`src/rtl/mips_pkg.sv`:
```
// mips_pkg: definitions shared by the MIPS core blocks.
//   INSTR_W       instruction word width
//   OP_*          primary opcode values (instr[31:26])
//   instr_t       all instruction fields, decoded side by side
//   split_instr() splits a raw word into an instr_t
//   fetch_state_t fetch unit FSM states
package mips_pkg;

    localparam int INSTR_W = 32;

    localparam logic [5:0] OP_RTYPE = 6'h00;
    localparam logic [5:0] OP_J     = 6'h02;
    localparam logic [5:0] OP_BEQ   = 6'h04;
    localparam logic [5:0] OP_ADDI  = 6'h08;
    localparam logic [5:0] OP_ORI   = 6'h0D;
    localparam logic [5:0] OP_LW    = 6'h23;
    localparam logic [5:0] OP_SW    = 6'h2B;

    // The R, I and J formats overlap in the raw word. Each field is kept
    // separately so that decode can pick whichever fields it needs.
    typedef struct packed {
        logic [5:0]  opcode;
        logic [4:0]  rs;
        logic [4:0]  rt;
        logic [4:0]  rd;
        logic [4:0]  shamt;
        logic [5:0]  funct;
        logic [15:0] imm;
        logic [25:0] target;
    } instr_t;

    typedef enum logic {
        RUN   = 1'b0,
        FLUSH = 1'b1
    } fetch_state_t;

    function automatic instr_t split_instr(input logic [INSTR_W-1:0] w);
        instr_t f;
        f.opcode = w[31:26];
        f.rs     = w[25:21];
        f.rt     = w[20:16];
        f.rd     = w[15:11];
        f.shamt  = w[10:6];
        f.funct  = w[5:0];
        f.imm    = w[15:0];
        f.target = w[25:0];
        return f;
    endfunction

endpackage

```
`src/rtl/instr_fetch_if.sv`:
```
// instr_fetch_if: groups the buses of the fetch unit.
//   imem_req_*  read request to instruction memory (valid/ready/addr)
//   imem_rsp_*  in-order read response (valid/data)
//   instr_*     buffered instruction sent to decode (valid/ready/data/pc)
//   redirect_*  branch/jump redirect coming from downstream
// master = fetch unit side; slave = memory, decode and redirect side.
interface instr_fetch_if #(
    parameter int ADDR_W = 32
);
    import mips_pkg::*;

    logic                imem_req_valid;
    logic                imem_req_ready;
    logic [ADDR_W-1:0]   imem_req_addr;
    logic                imem_rsp_valid;
    logic [INSTR_W-1:0]  imem_rsp_data;
    logic                instr_valid;
    logic                instr_ready;
    logic [INSTR_W-1:0]  instr_data;
    logic [ADDR_W-1:0]   instr_pc;
    logic                redirect_valid;
    logic [ADDR_W-1:0]   redirect_pc;

    modport master (
        output imem_req_valid, imem_req_addr,
        input  imem_req_ready, imem_rsp_valid, imem_rsp_data,
        output instr_valid, instr_data, instr_pc,
        input  instr_ready,
        input  redirect_valid, redirect_pc
    );

    modport slave (
        input  imem_req_valid, imem_req_addr,
        output imem_req_ready, imem_rsp_valid, imem_rsp_data,
        input  instr_valid, instr_data, instr_pc,
        output instr_ready,
        output redirect_valid, redirect_pc
    );

endinterface

```
`src/rtl/fetch_fifo.sv`:
```
// fetch_fifo: synchronous FIFO whose head entry is held in a register.
//   clk, rst_n  clock and asynchronous active-low reset
//   push, din   write an entry (ignored while full and not popping)
//   pop         drop the head entry (ignored while empty)
//   flush       empty the FIFO; takes priority over push
//   head        registered head entry (RST_VAL after reset)
//   count       number of stored entries, 0..DEPTH
module fetch_fifo #(
    parameter int               WIDTH   = 32,
    parameter int               DEPTH   = 4,
    parameter logic [WIDTH-1:0] RST_VAL = '0
) (
    input  logic                         clk,
    input  logic                         rst_n,
    input  logic                         push,
    input  logic                         pop,
    input  logic                         flush,
    input  logic [WIDTH-1:0]             din,
    output logic [WIDTH-1:0]             head,
    output logic [$clog2(DEPTH+1)-1:0]   count
);
    localparam int                PTR_W = $clog2(DEPTH);
    localparam int                CNT_W = $clog2(DEPTH + 1);
    localparam logic [CNT_W-1:0]  FULL  = CNT_W'(DEPTH);
    localparam logic [CNT_W-1:0]  ONE   = CNT_W'(1);

    logic [WIDTH-1:0] mem [DEPTH];
    logic [PTR_W-1:0] wr_ptr;
    logic [PTR_W-1:0] rd_ptr;
    logic [PTR_W-1:0] rd_next;
    logic             do_push;
    logic             do_pop;

    assign do_pop  = pop && (count != '0);
    assign do_push = push && ((count != FULL) || do_pop);
    assign rd_next = rd_ptr + 1'b1;

    always_ff @(posedge clk) begin
        if (do_push && !flush) begin
            mem[wr_ptr] <= din;
        end
    end

    // The head register is loaded with whatever entry becomes the front after
    // this cycle, so a word pushed into an empty FIFO is visible one cycle
    // later without a combinational path from din to head.
    always_ff @(posedge clk or negedge rst_n) begin
        if (!rst_n) begin
            wr_ptr <= '0;
            rd_ptr <= '0;
            count  <= '0;
            head   <= RST_VAL;
        end else if (flush) begin
            wr_ptr <= '0;
            rd_ptr <= '0;
            count  <= '0;
        end else begin
            if (do_push) begin
                wr_ptr <= wr_ptr + 1'b1;
            end
            if (do_pop) begin
                rd_ptr <= rd_next;
            end
            if (do_push && !do_pop) begin
                count <= count + ONE;
            end else if (do_pop && !do_push) begin
                count <= count - ONE;
            end
            if (do_pop) begin
                if (count > ONE) begin
                    head <= mem[rd_next];
                end else if (do_push) begin
                    head <= din;
                end
            end else if ((count == '0) && do_push) begin
                head <= din;
            end
        end
    end

endmodule

```
`src/rtl/instr_fetch.sv`:
```
// instr_fetch: instruction fetch unit. Owns the PC, issues in-order word
// reads to instruction memory and buffers returned words for decode.
//   clk, rst_n  clock and asynchronous active-low reset
//   bus         instr_fetch_if.master: imem request/response, instruction
//               output to decode, redirect input
// A redirect empties the buffer and turns the responses still in flight into
// stale ones; the FLUSH state discards them as they arrive.
module instr_fetch
    import mips_pkg::*;
#(
    parameter int                ADDR_W   = 32,
    parameter logic [ADDR_W-1:0] RESET_PC = '0,
    parameter int                DEPTH    = 4
) (
    input  logic          clk,
    input  logic          rst_n,
    instr_fetch_if.master bus
);
    localparam int               CNT_W = $clog2(DEPTH + 1);
    localparam int               BUF_W = ADDR_W + INSTR_W;
    localparam logic [CNT_W:0]   LIMIT = (CNT_W + 1)'(DEPTH);
    localparam logic [CNT_W-1:0] ONE   = CNT_W'(1);

    fetch_state_t      state;
    logic [ADDR_W-1:0] pc;
    logic [CNT_W-1:0]  drop;
    logic [CNT_W-1:0]  outstanding;
    logic [CNT_W-1:0]  buf_count;
    logic [CNT_W-1:0]  out_after;
    logic [CNT_W:0]    in_use;
    logic [ADDR_W-1:0] rsp_pc;
    logic [BUF_W-1:0]  buf_head;
    logic              pop;
    logic              rsp;
    logic              accept;
    logic              push;

    assign pop = bus.instr_valid && bus.instr_ready;
    assign rsp = bus.imem_rsp_valid;

    // Words in flight plus words buffered, after this cycle's pop. Keeping it
    // below DEPTH on issue guarantees every response finds a free slot.
    assign in_use = {1'b0, outstanding} + {1'b0, buf_count} - {{CNT_W{1'b0}}, pop};

    assign bus.imem_req_valid = rst_n && !bus.redirect_valid && (in_use < LIMIT);
    assign bus.imem_req_addr  = pc;
    assign accept             = bus.imem_req_valid && bus.imem_req_ready;

    // No request is accepted in a redirect cycle, so only the response term
    // adjusts the in-flight count seen by the redirect.
    assign out_after = outstanding - {{(CNT_W-1){1'b0}}, rsp};
    assign push      = rsp && !bus.redirect_valid && (state == RUN);

    // PC shadow queue: one entry per accepted request, popped by every
    // response, stale or not. Its count is the outstanding-request counter.
    fetch_fifo #(
        .WIDTH   (ADDR_W),
        .DEPTH   (DEPTH),
        .RST_VAL (RESET_PC)
    ) u_pc_shadow (
        .clk   (clk),
        .rst_n (rst_n),
        .push  (accept),
        .pop   (rsp),
        .flush (1'b0),
        .din   (pc),
        .head  (rsp_pc),
        .count (outstanding)
    );

    fetch_fifo #(
        .WIDTH   (BUF_W),
        .DEPTH   (DEPTH),
        .RST_VAL ({RESET_PC, {INSTR_W{1'b0}}})
    ) u_instr_buf (
        .clk   (clk),
        .rst_n (rst_n),
        .push  (push),
        .pop   (pop),
        .flush (bus.redirect_valid),
        .din   ({rsp_pc, bus.imem_rsp_data}),
        .head  (buf_head),
        .count (buf_count)
    );

    assign bus.instr_valid = (buf_count != '0);
    assign bus.instr_pc    = buf_head[BUF_W-1:INSTR_W];
    assign bus.instr_data  = buf_head[INSTR_W-1:0];

    always_ff @(posedge clk or negedge rst_n) begin
        if (!rst_n) begin
            state <= RUN;
            drop  <= '0;
            pc    <= RESET_PC;
        end else if (bus.redirect_valid) begin
            pc    <= bus.redirect_pc & ~ADDR_W'(3);
            drop  <= out_after;
            state <= (out_after != '0) ? FLUSH : RUN;
        end else begin
            if (accept) begin
                pc <= pc + ADDR_W'(4);
            end
            if (rsp && (state == FLUSH)) begin
                drop <= drop - ONE;
                if (drop == ONE) begin
                    state <= RUN;
                end
            end
        end
    end

endmodule

```
`src/flat_wrapper.sv`:
```
// flat-port wrapper written by rule: the top's interface ports become plain ports
module instr_fetch_flat import mips_pkg::*;
#(
    parameter int                ADDR_W   = 32,
    parameter logic [ADDR_W-1:0] RESET_PC = '0,
    parameter int                DEPTH    = 4
)
  (clk, rst_n, bus_imem_req_valid, bus_imem_req_addr, bus_imem_req_ready, bus_imem_rsp_valid, bus_imem_rsp_data, bus_instr_valid, bus_instr_data, bus_instr_pc, bus_instr_ready, bus_redirect_valid, bus_redirect_pc);
  instr_fetch_if #(.ADDR_W(ADDR_W)) bus_i ();
  input  logic clk;
  input  logic rst_n;
  output wire logic [$bits(bus_i.imem_req_valid)-1:0] bus_imem_req_valid;
  output wire logic [$bits(bus_i.imem_req_addr)-1:0] bus_imem_req_addr;
  input wire logic [$bits(bus_i.imem_req_ready)-1:0] bus_imem_req_ready;
  input wire logic [$bits(bus_i.imem_rsp_valid)-1:0] bus_imem_rsp_valid;
  input wire logic [$bits(bus_i.imem_rsp_data)-1:0] bus_imem_rsp_data;
  output wire logic [$bits(bus_i.instr_valid)-1:0] bus_instr_valid;
  output wire logic [$bits(bus_i.instr_data)-1:0] bus_instr_data;
  output wire logic [$bits(bus_i.instr_pc)-1:0] bus_instr_pc;
  input wire logic [$bits(bus_i.instr_ready)-1:0] bus_instr_ready;
  input wire logic [$bits(bus_i.redirect_valid)-1:0] bus_redirect_valid;
  input wire logic [$bits(bus_i.redirect_pc)-1:0] bus_redirect_pc;
  assign bus_imem_req_valid = bus_i.imem_req_valid;
  assign bus_imem_req_addr = bus_i.imem_req_addr;
  assign bus_i.imem_req_ready = bus_imem_req_ready;
  assign bus_i.imem_rsp_valid = bus_imem_rsp_valid;
  assign bus_i.imem_rsp_data = bus_imem_rsp_data;
  assign bus_instr_valid = bus_i.instr_valid;
  assign bus_instr_data = bus_i.instr_data;
  assign bus_instr_pc = bus_i.instr_pc;
  assign bus_i.instr_ready = bus_instr_ready;
  assign bus_i.redirect_valid = bus_redirect_valid;
  assign bus_i.redirect_pc = bus_redirect_pc;
  instr_fetch #(.ADDR_W(ADDR_W), .RESET_PC(RESET_PC), .DEPTH(DEPTH)) u_core (.clk(clk), .rst_n(rst_n), .bus(bus_i));
endmodule
```
`config.mk`:
```
export PLATFORM = sky130hd
export DESIGN_NAME = instr_fetch_flat
export DESIGN_NICKNAME = d
export VERILOG_FILES = /design/src/rtl/mips_pkg.sv /design/src/rtl/instr_fetch_if.sv /design/src/rtl/fetch_fifo.sv /design/src/rtl/instr_fetch.sv /design/src/flat_wrapper.sv
export SDC_FILE = /design/constraint.sdc
export NUM_CORES = 1
export LEC_CHECK = 0
export ABC_AREA = 1
export CORE_MARGIN = 10
export CORE_UTILIZATION = 30
export CTS_CLUSTER_SIZE = 25
export DETAILED_ROUTE_END_ITERATION = 6
export PLACE_DENSITY = 0.51
export SETUP_SLACK_MARGIN = 0.15
export SLEW_MARGIN = 15
export SYNTH_ARGS = -nofsm -noshare
export SYNTH_HDL_FRONTEND = slang
export SYNTH_SLANG_ARGS = --single-unit
```
`constraint.sdc`:
```
create_clock -name clk -period 5.83 [get_ports clk]
set_input_delay 0.8745 -clock clk [delete_from_list [all_inputs] [get_ports clk]]
set_output_delay 0.8745 -clock clk [all_outputs]
set_load 0.005 [all_outputs]
```
==> metrics <==
result of the run=complete, no violations; total internal power=0.00773 W; fillers=6,874; number of optimization iterations in the first detailed-route pass=5; DR vias=14,193; post-route setup TNS=0 ns; number of clock buffers inserted by TritonCTS=54; CTS tree=built; Slew Limit Headroom=32.4%; minimum period implied by the final worst setup slack=4.13 ns; crit path capture type=primary output; drt drc=0; unrepaired setup endpoints after global routing=false; detailed router's first-iteration violation count=1,158; static leakage=9.62 nW; clock latency at the later pin of the worst-skew pair=0.62 ns; total global routing track utilization=13.5%; Worst-path clk slew=0.06 ns; period utilisation layout=70.8%; post-synthesis area per instance=11.4 um^2; power density of the placed cells=459 nW/um^2; number of nets in the layout=2,104; Power Total=0.0117 W; number of hold-slack violations in the final timing report=0; largest clock skew in the final design=0.0306 ns; Net Sw Frac=33.8%; number of instances in the synthesized netlist=1,856; largest fanout of any net on the critical path=5; fmax=0.242 GHz; total wire length after detailed routing=56.3 mm; cell at the root of the clock tree=clkbuf_16; Worst Tran Pin Value=1.01 ns; Crit path arrival time=3.25 ns; post_cts resized=0; horizontal extent of the die=285 um; Peak VDD IR=0.000222 V; data required time of the critical path=4.96 ns; overflow left after global routing=0; buffers inserted by post-CTS timing repair=0; via count of the first global-routing pass=14,061; CTS HTree Levels=2; Final Util=36.5%; die area=81,400 um^2; maximum number of buffers from clock root to sink=3; worst setup path class=flop to primary output; register share of total power=43.8%; Top Ports=168; count of hold-fix buffers inserted at cts=0; area leader, netlist=edfxtp_1; antenna violations before repair=0; area fraction of the dominant cell type after synthesis=52.3%; area of the placeable core=69,900 um^2; count of unique library cells instantiated by Yosys=39; total number of placement rows=97; antenna diode count=0; maximum number of pins on one net before global-route repair=66; Max-cap violations=0; portion of total power attributed to the clock network=28.6%; clock sink total=508; Seq/Total Area, Yosys=68.9%; switching power=0.00395 W; number of flip-flops and latches in the synthesized netlist=508; Initial Util=30.2%; top post-synthesis cells by area=edfxtp_1 52%, dfrtp_1 17%, nand2_1 9.6%; combinational cell fraction of total power=27.6%; half-perimeter wire length after detailed placement=34.2 mm; total count of max-transition violations in the final report=0; endpoints failing setup=0; antenna-violating nets left=0; area delta synth->final=20.7%; floorplan die height=285 um; Syn. warnings=0; cell area after synthesis=21,100 um^2; final weighted congestion of routability-driven global placement=0.807; worst min-delay path category=input port to async pin; routed via count divided by cell count=4.74; WL per Instance=18.8 um; first-pass GRT wire length=86.1 mm; number of buffers inserted by port buffering=161; element type at the critical path start=flop; fraction of final layout cells sized beyond drive strength 1=6.72%; r2r worst-path depth=19
## kinds of logic after synthesis
logic type	Yosys count	share of synthesized area, %
simple gates	717	13.8
flops	508	68.9
compound gates	398	11.2
buf+inv	188	3.76
fa+ha+maj	25	1.48
xor+xnor	19	0.788
other cells	1	0.0178
## power by group through the flow
stage          registers, W  clock network, W  logic (W)
3_3_place_gp        0.00516                 0    0.00326
6_report            0.00512           0.00334    0.00323
3_5_place_dp        0.00519                 0    0.00331
4_1_cts             0.00512           0.00343    0.00333
5_1_grt             0.00520           0.00358    0.00367
2_1_floorplan       0.00498                 0    0.00197
## synth_stat cells
cell / n
nand2_1: 538
edfxtp_1: 368
o21ai_0: 184
dfrtp_1: 140
nand3_1: 98
inv_1: 82
o211ai_1: 80
nor2_1: 51
clkbuf_1: 46
o21ai_1: 45
a21oi_1: 41
buf_2: 40
a22o_1: 30
ha_1: 25
xor2_1: 16
nor3_1: 11
buf_4: 10
inv_2: 7
nand4_1: 7
a22oi_1: 6
nor2_4: 4
a31oi_1: 3
xnor2_1: 3
clkinv_1: 2
nand3b_1: 2
nor2_2: 2
o21ai_2: 2
o221ai_1: 2
a21oi_4: 1
a31oi_4: 1
buf_1: 1
conb_1: 1
nand2_4: 1
nand3_2: 1
nor3_2: 1
nor3b_1: 1
o21bai_1: 1
o22ai_1: 1
o41ai_1: 1
## sequential cells by signal, indices dropped and copies added (netlist names)
register	flops
u_core.u_instr_buf.rd_ptr	2
u_core.state	1
u_core.u_instr_buf.head	62
u_core.u_instr_buf.wr_ptr	2
u_core.drop	3
u_core.bus.imem_req_addr	30
u_core.u_instr_buf.count	3
u_core.u_pc_shadow.rd_ptr	2
u_core.u_instr_buf.mem	248
u_core.u_pc_shadow.count	3
u_core.u_pc_shadow.wr_ptr	2
u_core.u_pc_shadow.head	30
u_core.u_pc_shadow.mem	120
## worst max-delay path: stages, from the launching register on
cell	delay (ns)
dfrtp_1	0.39
inv_1	0.14
ha_1	0.25
inv_1	0.07
nor2_2	0.15
nor2_4	0.06
ha_1	0.18
inv_1	0.06
ha_1	0.23
nand2_1	0.07
inv_1	0.04
nand2_1	0.08
nand2_1	0.06
nand2_1	0.07
nand3_2	0.11
nor2_4	0.15
clkdlybuf4s50_1	0.57
## layer usage
metal	GRT usage (%)	wire (um)	part of all wire [%]	vias to the layer above
met2	21.5	26000	46	341
met1	18.3	25600	46	6945
li1	-	-	-	6829
met5	0	0	0	-
met3	2.92	3400	6.0	78
met4	3.63	1190	2.1	0
## placed cells by master (no fill, tap or decap), drive strengths merged
| cell | count |
|---|---|
| a22oi | 6 |
| o41ai | 1 |
| nand3 | 99 |
| nand4 | 7 |
| a22o | 30 |
| nor3b | 1 |
| o21bai | 1 |
| dfrtp | 140 |
| o221ai | 2 |
| clkinvlp | 2 |
| xnor2 | 3 |
| edfxtp | 368 |
| a31oi | 4 |
| a21oi | 42 |
| o21ai | 231 |
| clkdlybuf4s50 | 160 |
| nor2 | 57 |
| clkinv | 27 |
| nor3 | 12 |
| xor2 | 16 |
| ha | 25 |
| buf | 31 |
| nand2 | 539 |
| nand3b | 2 |
| bufinv | 4 |
| conb | 4 |
| clkbuf | 71 |
| o22ai | 1 |
| o211ai | 80 |
| inv | 89 |
## layout make-up
class | instances | area, um^2 | share of cell area, %
tap | 940 | 1180 | 4.62
timing repair buffer | 191 | 1860 | 7.31
multi-input combinational | 1163 | 5830 | 22.9
clock inverter | 31 | 287 | 1.12
sequential | 508 | 14600 | 57.1
inverter | 91 | 343 | 1.35
clock buffer | 71 | 1430 | 5.59
## worst paths after layout
path	start	to	slack, ns
setup / recovery	u_core.u_instr_buf.count[1]	bus_imem_req_valid	1.70
hold / removal	rst_n	u_core.u_instr_buf.head[4]	0.19
setup reg to reg	u_core.u_instr_buf.count[1]	u_core.u_pc_shadow.mem[3][16]	2.30
hold reg to reg	u_core.u_instr_buf.head[19]	u_core.u_instr_buf.head[19]	0.48
max in group asynchronous	rst_n	u_core.u_instr_buf.rd_ptr[1]	4.25
min in group clk	u_core.u_instr_buf.head[19]	u_core.u_instr_buf.head[19]	0.48
## per-stage QoR
step | cells | setup slack (ns) | area [um^2] | hold WS [ns]
floorplan | 1859 | 1.27 | 21100 | 0.459
global placement | 2893 | 1.71 | 23800 | 0.463
detailed placement | 2893 | 1.68 | 23800 | 0.466
CTS | 2995 | 1.60 | 25500 | 0.173
global route | 2995 | 1.50 | 25500 | 0.210
finish | 2995 | 1.70 | 25500 | 0.194
(Power assumes the default switching activity.)
